### config.mk
export PLATFORM = sky130hd
export DESIGN_NAME = prbs_check_flat
export DESIGN_NICKNAME = d
export VERILOG_FILES = /design/src/rtl/prbs_check_if.sv /design/src/rtl/prbs_check.sv /design/src/flat_wrapper.sv
export SDC_FILE = /design/constraint.sdc
export NUM_CORES = 1
export LEC_CHECK = 0
export CAP_MARGIN = 20
export CORE_MARGIN = 1
export CORE_UTILIZATION = 28
export CTS_BUF_LIST = sky130_fd_sc_hd__clkbuf_4 sky130_fd_sc_hd__clkbuf_8 sky130_fd_sc_hd__clkbuf_16
export DETAILED_ROUTE_END_ITERATION = 8
export PLACE_DENSITY_LB_ADDON = 0.3
export SYNTH_ARGS = -nofsm -noshare
export SYNTH_HDL_FRONTEND = slang
export SYNTH_SLANG_ARGS = --single-unit
### constraint.sdc
create_clock -name CLKF -period 13.9 [get_ports CLKF]
set_clock_uncertainty 0.15 [all_clocks]
set_input_delay 2.78 -clock CLKF [delete_from_list [all_inputs] [get_ports CLKF]]
set_output_delay 2.78 -clock CLKF [all_outputs]
set_load 0.01 [all_outputs]
### src/rtl/prbs_check_if.sv
// Receive word bus between the deserializer and the PRBS-31 checker.
// The checker always accepts, so only data and valid are carried.
interface prbs_check_if;
   logic [63:0] DIN;
   logic        VALID;

   modport master (output DIN, output VALID);
   modport slave  (input DIN, input VALID);
endinterface

### src/rtl/prbs_check.sv
// PRBS-31 receive checker: self-synchronising lock plus BER counters.
// One shared 64-bit state register holds the last word (HUNT) or the expected word (CHECK).
module prbs_check #(
   parameter int unsigned LOCK_WORDS = 4,
   parameter int unsigned BAD_BITS   = 8,
   parameter int unsigned LOSS_WORDS = 8
) (
   input  logic               CLKF,
   input  logic               RSTXF,
   prbs_check_if.slave        rx,
   input  logic               CLR,
   output logic               LOCK,
   output logic               ERR_WORD,
   output logic [31:0]        ERR_CNT,
   output logic [31:0]        WORD_CNT,
   output logic [7:0]         LOSS_CNT
);

   typedef enum logic {HUNT, CHECK} state_t;

   localparam logic [3:0] LOCK_L = 4'(LOCK_WORDS);
   localparam logic [3:0] LOSS_L = 4'(LOSS_WORDS);
   localparam logic [6:0] BAD_L  = 7'(BAD_BITS);

   state_t      state_q;
   logic        seeded_q;
   logic [63:0] st_q;
   logic [3:0]  clean_q;
   logic [3:0]  bad_q;
   logic        lock_q;
   logic        err_word_q;
   logic [31:0] err_cnt_q;
   logic [31:0] word_cnt_q;
   logic [7:0]  loss_cnt_q;

   logic [63:0] pred_d;
   logic [6:0]  ecnt_d;
   logic [32:0] err_sum_d;
   logic [31:0] err_cnt_d;
   logic [31:0] word_cnt_d;
   logic [7:0]  loss_cnt_d;
   logic [3:0]  clean_d;
   logic [3:0]  bad_d;
   logic        match_d;
   logic        bad_word_d;

   // Unroll s[n] = s[n-28] ^ s[n-31] 64 steps past the given word.
   function automatic logic [63:0] prbs_next(input logic [63:0] w);
      logic [127:0] s;
      logic [63:0]  r;
      s = '0;
      r = '0;
      for (int n = 0; n < 64; n++) s[n] = w[63-n];
      for (int n = 64; n < 128; n++) s[n] = s[n-28] ^ s[n-31];
      for (int j = 0; j < 64; j++) r[63-j] = s[64+j];
      return r;
   endfunction

   // Prediction, error popcount and saturating next counter values.
   always_comb begin
      pred_d     = prbs_next(st_q);
      ecnt_d     = 7'($countones(rx.DIN ^ pred_d));
      match_d    = (ecnt_d == 7'd0) && (rx.DIN != 64'd0);
      bad_word_d = (ecnt_d > BAD_L);
      err_sum_d  = {1'b0, err_cnt_q} + {26'd0, ecnt_d};
      err_cnt_d  = err_sum_d[32] ? 32'hFFFF_FFFF : err_sum_d[31:0];
      word_cnt_d = (&word_cnt_q) ? word_cnt_q : word_cnt_q + 32'd1;
      loss_cnt_d = (&loss_cnt_q) ? loss_cnt_q : loss_cnt_q + 8'd1;
      clean_d    = clean_q + 4'd1;
      bad_d      = bad_q + 4'd1;
   end

   // HUNT/CHECK state machine with registered status and counters.
   always_ff @(posedge CLKF or negedge RSTXF) begin
      if (!RSTXF) begin
         state_q    <= HUNT;
         seeded_q   <= 1'b0;
         st_q       <= '0;
         clean_q    <= '0;
         bad_q      <= '0;
         lock_q     <= 1'b0;
         err_word_q <= 1'b0;
         err_cnt_q  <= '0;
         word_cnt_q <= '0;
         loss_cnt_q <= '0;
      end else begin
         err_word_q <= 1'b0;
         if (rx.VALID) begin
            unique case (state_q)
               HUNT: begin
                  st_q     <= rx.DIN;
                  seeded_q <= 1'b1;
                  if (!seeded_q || !match_d) begin
                     clean_q <= '0;
                  end else if (clean_d == LOCK_L) begin
                     state_q <= CHECK;
                     lock_q  <= 1'b1;
                     clean_q <= '0;
                     bad_q   <= '0;
                  end else begin
                     clean_q <= clean_d;
                  end
               end
               CHECK: begin
                  st_q       <= pred_d;
                  err_word_q <= (ecnt_d != 7'd0);
                  err_cnt_q  <= err_cnt_d;
                  word_cnt_q <= word_cnt_d;
                  if (!bad_word_d) begin
                     bad_q <= '0;
                  end else if (bad_d == LOSS_L) begin
                     state_q    <= HUNT;
                     lock_q     <= 1'b0;
                     seeded_q   <= 1'b0;
                     clean_q    <= '0;
                     bad_q      <= '0;
                     loss_cnt_q <= loss_cnt_d;
                  end else begin
                     bad_q <= bad_d;
                  end
               end
            endcase
         end
         if (CLR) begin
            err_cnt_q  <= '0;
            word_cnt_q <= '0;
            loss_cnt_q <= '0;
         end
      end
   end

   assign LOCK     = lock_q;
   assign ERR_WORD = err_word_q;
   assign ERR_CNT  = err_cnt_q;
   assign WORD_CNT = word_cnt_q;
   assign LOSS_CNT = loss_cnt_q;

endmodule

### src/flat_wrapper.sv
// flat-port wrapper written by rule: the top's interface ports become plain ports
module prbs_check_flat 
#(
   parameter int unsigned LOCK_WORDS = 4,
   parameter int unsigned BAD_BITS   = 8,
   parameter int unsigned LOSS_WORDS = 8
)
  (CLKF, RSTXF, CLR, LOCK, ERR_WORD, ERR_CNT, WORD_CNT, LOSS_CNT, rx_DIN, rx_VALID);
  prbs_check_if rx_i ();
  input  logic CLKF;
  input  logic RSTXF;
  input  logic CLR;
  output logic LOCK;
  output logic ERR_WORD;
  output logic [31:0] ERR_CNT;
  output logic [31:0] WORD_CNT;
  output logic [7:0] LOSS_CNT;
  input wire logic [$bits(rx_i.DIN)-1:0] rx_DIN;
  input wire logic [$bits(rx_i.VALID)-1:0] rx_VALID;
  assign rx_i.DIN = rx_DIN;
  assign rx_i.VALID = rx_VALID;
  prbs_check #(.LOCK_WORDS(LOCK_WORDS), .BAD_BITS(BAD_BITS), .LOSS_WORDS(LOSS_WORDS)) u_core (.CLKF(CLKF), .RSTXF(RSTXF), .rx(rx_i), .CLR(CLR), .LOCK(LOCK), .ERR_WORD(ERR_WORD), .ERR_CNT(ERR_CNT), .WORD_CNT(WORD_CNT), .LOSS_CNT(LOSS_CNT));
endmodule
==> results.json <==
{
  "vias": 8193,
  "synth_area_leaders": "dfrtp_1, fa_1, xnor2_1",
  "syn-cell-area_um2": 10100,
  "status": "completed",
  "setup_viol": 0,
  "syn_to_final_growth_pct": 23.6,
  "cts_sinks": 115,
  "wl_met2_um": 14100,
  "ant_nets": 0,
  "synth_ff_type": "dfrtp_1",
  "drive_gt1_share_pct": 6.93,
  "crit_required_ns": 14.10,
  "wl_per_cell_um": 18.4,
  "fin_crit_ns": 10.64,
  "core_um2": 35500,
  "timing.final.ws_setup_ns": 3.26,
  "row_count": 69,
  "rsz0062_at_grt": "false",
  "grt_first_pass_wirelength_um": 48000,
  "drt_iter0_drc": 503,
  "cts_tree": "built",
  "cp_common_cell": "fa_1",
  "ys_seq_area_share_pct": 28.6,
  "final_cells": 1644,
  "synth_nets": 1251,
  "die_h_um": 192,
  "firstDrtPassIters": 4,
  "initial_utilization_pct": 28.3,
  "post-route-period-util_pct": 76.6,
  "wl_met1_um": 14100,
  "holdBufCountCts": 0,
  "io-pin-count": 142,
  "arrival_ns": 10.84,
  "grt_usage_pct": 17.1,
  "pre_cts_slack_ns": 2.83,
  "placed_cells": 1612,
  "setup_tns_ns": 0,
  "diodes": 0,
  "grt_pass1_vias": 8254,
  "fmax_ghz": 0.0940,
  "r2r-start": "u_core.st_q[25]",
  "setup.worst_path.end_class": "flip-flop",
  "synth_top_area_cell": "dfrtp_1",
  "synth_common_cells": "xnor2_1, dfrtp_1, inv_1, nor2_1, fa_1",
  "drc": 0,
  "cts.repair.resized": 0,
  "cpMaxStageDelayCell": "or3_1",
  "numPortBuffers": 141,
  "crit_buf_inv": 5,
  "routed_wl_um": 30200,
  "worst-path-max-fanout": 9,
  "numCtsBuffers": 17,
  "cts_setup_buffers": 0,
  "synth-async-reset-ratio_pct": 100,
  "highest_layer": "met4",
  "grt_start_max_net_pins": 83,
  "clk_pin_slew_ns": 0.06,
  "critPathMaxStageDelay_ns": 0.67,
  "synth_most_common_cell": "xnor2_1",
  "crit_family": "adder cells",
  "slew_violations": 0,
  "worst_setup_path_start_kind": "input port",
  "hold_path_class": "flip-flop to flip-flop",
  "startpoint": "rx_DIN[32]",
  "syn_inst": 1067,
  "clock-root-buffer": "clkbuf_16",
  "yosys_warnings": 0,
  "hold_slack_ns": 0.355,
  "wl_met3_um": 1620,
  "cts_max_level": 4,
  "grt-ovfl-total": 0,
  "clk_latency_ns": 0.43,
  "hold_viol_final": 0,
  "ys_types": 77,
  "synth_edf_count": 0,
  "cap_violations": 0,
  "via_per_inst": 4.98,
  "fp.dieW_um": 192,
  "hpwl_um": 22800,
  "gp_congestion": 0.941,
  "min_from": "u_core.bad_q[0]",
  "cts_buffer_depth": 2,
  "synth-seq-cells": 115,
  "crit_type": "input port to flip-flop",
  "die_area_um2": 36700,
  "avgSynthCellArea_um2": 9.42,
  "max_slew.worst_pin.slew_ns": 1.03,
  "fin_nets": 1354,
  "synth_top_area_share_pct": 28.6,
  "slew_headroom_pct": 30.4,
  "antenna_found_initial": 0
}
## worst reg2reg max path: cells and delay by family, from the launching register on
family                     cells  cell delay (ns)
and+or+nand+nor                5             1.56
DFF                            1             0.44
AOI/OAI and AO/OA              4             0.93
buffers and inverters          6             0.32
xor gates and xnor gates       3             0.99
adders and majority gates     10             4.33
## per-stage QoR
step           area (µm²)  util (%)
2_1_floorplan       10100         -
3_3_place_gp        11800      33.3
3_5_place_dp        11800      33.3
4_1_cts             12400      35.0
5_1_grt             12400      35.0
6_report            12400      35.0
## final timing paths
check / to / slack (ns) / cells after the start
setup / recovery: u_core.ERR_CNT[31] / 3.26 / 26
hold / removal: u_core.bad_q[0] / 0.36 / 1
setup reg to reg: u_core.ERR_CNT[31] / 5.12 / 28
hold reg to reg: u_core.bad_q[0] / 0.36 / 1
max in group asynchronous: u_core.state_q / 9.93 / 2
min in group asynchronous: u_core.ERR_WORD / 2.25 / 1
## cell type report
cell class	instances	area [µm²]
Inverter	109	409
Multi-Input combinational cell	779	6490
Tap cell	461	577
Clock buffer	17	425
Sequential cell	115	2880
Fill cell	3624	23100
Timing Repair Buffer	148	1460
Clock inverter	15	196
## sequential cells by signal, indices dropped and copies added, names as in the netlist
name / count
u_core.ERR_CNT: 32
u_core.WORD_CNT: 32
u_core.st_q: 31
u_core.LOSS_CNT: 8
u_core.bad_q: 4
u_core.clean_q: 4
u_core.ERR_WORD: 1
u_core.LOCK: 1
u_core.seeded_q: 1
u_core.state_q: 1
## metal layers
| layer | vias to the layer above | GRT usage [%] |
|---|---|---|
| li1 | 3878 | - |
| met1 | 4074 | 23.5 |
| met2 | 219 | 27.4 |
| met3 | 22 | 3.43 |
| met4 | 0 | 4.40 |
| met5 | - | 0 |
## logic make-up after synthesis
| kind of cell | share of synthesized area (%) |
|---|---|
| xor+xnor | 13.0 |
| mux | 2.12 |
| compound gates | 12.7 |
| buf+inv | 6.86 |
| simple gates | 17.8 |
| fa+ha+maj | 19.0 |
| flops | 28.6 |
## cell usage in the layout (no fill, tap or decap), drive strengths merged, types with 3 or more instances in the layout
cell,instances
xor2,22
a31oi,10
o31ai,6
clkbuf,17
nor3,38
ha,55
xnor2,127
buf,9
mux2i,13
fa,61
o2111ai,3
clkdlybuf4s50,139
nand2,37
and3,19
o211ai,9
or3,16
a311oi,4
nor2b,12
nor2,82
and2,8
o21bai,3
mux2,7
nand3,27
nand2b,6
nor4,22
clkinv,4
nor4b,5
inv,115
dfrtp,115
a211oi,39
a21o,30
o21ai,30
nand4,21
a21oi,28
and4,6
or4,7
bufinv,3
Power is left out: the tool's default activity adds up to more than one toggle a clock period on the data nets, which glitch-free logic cannot reach.
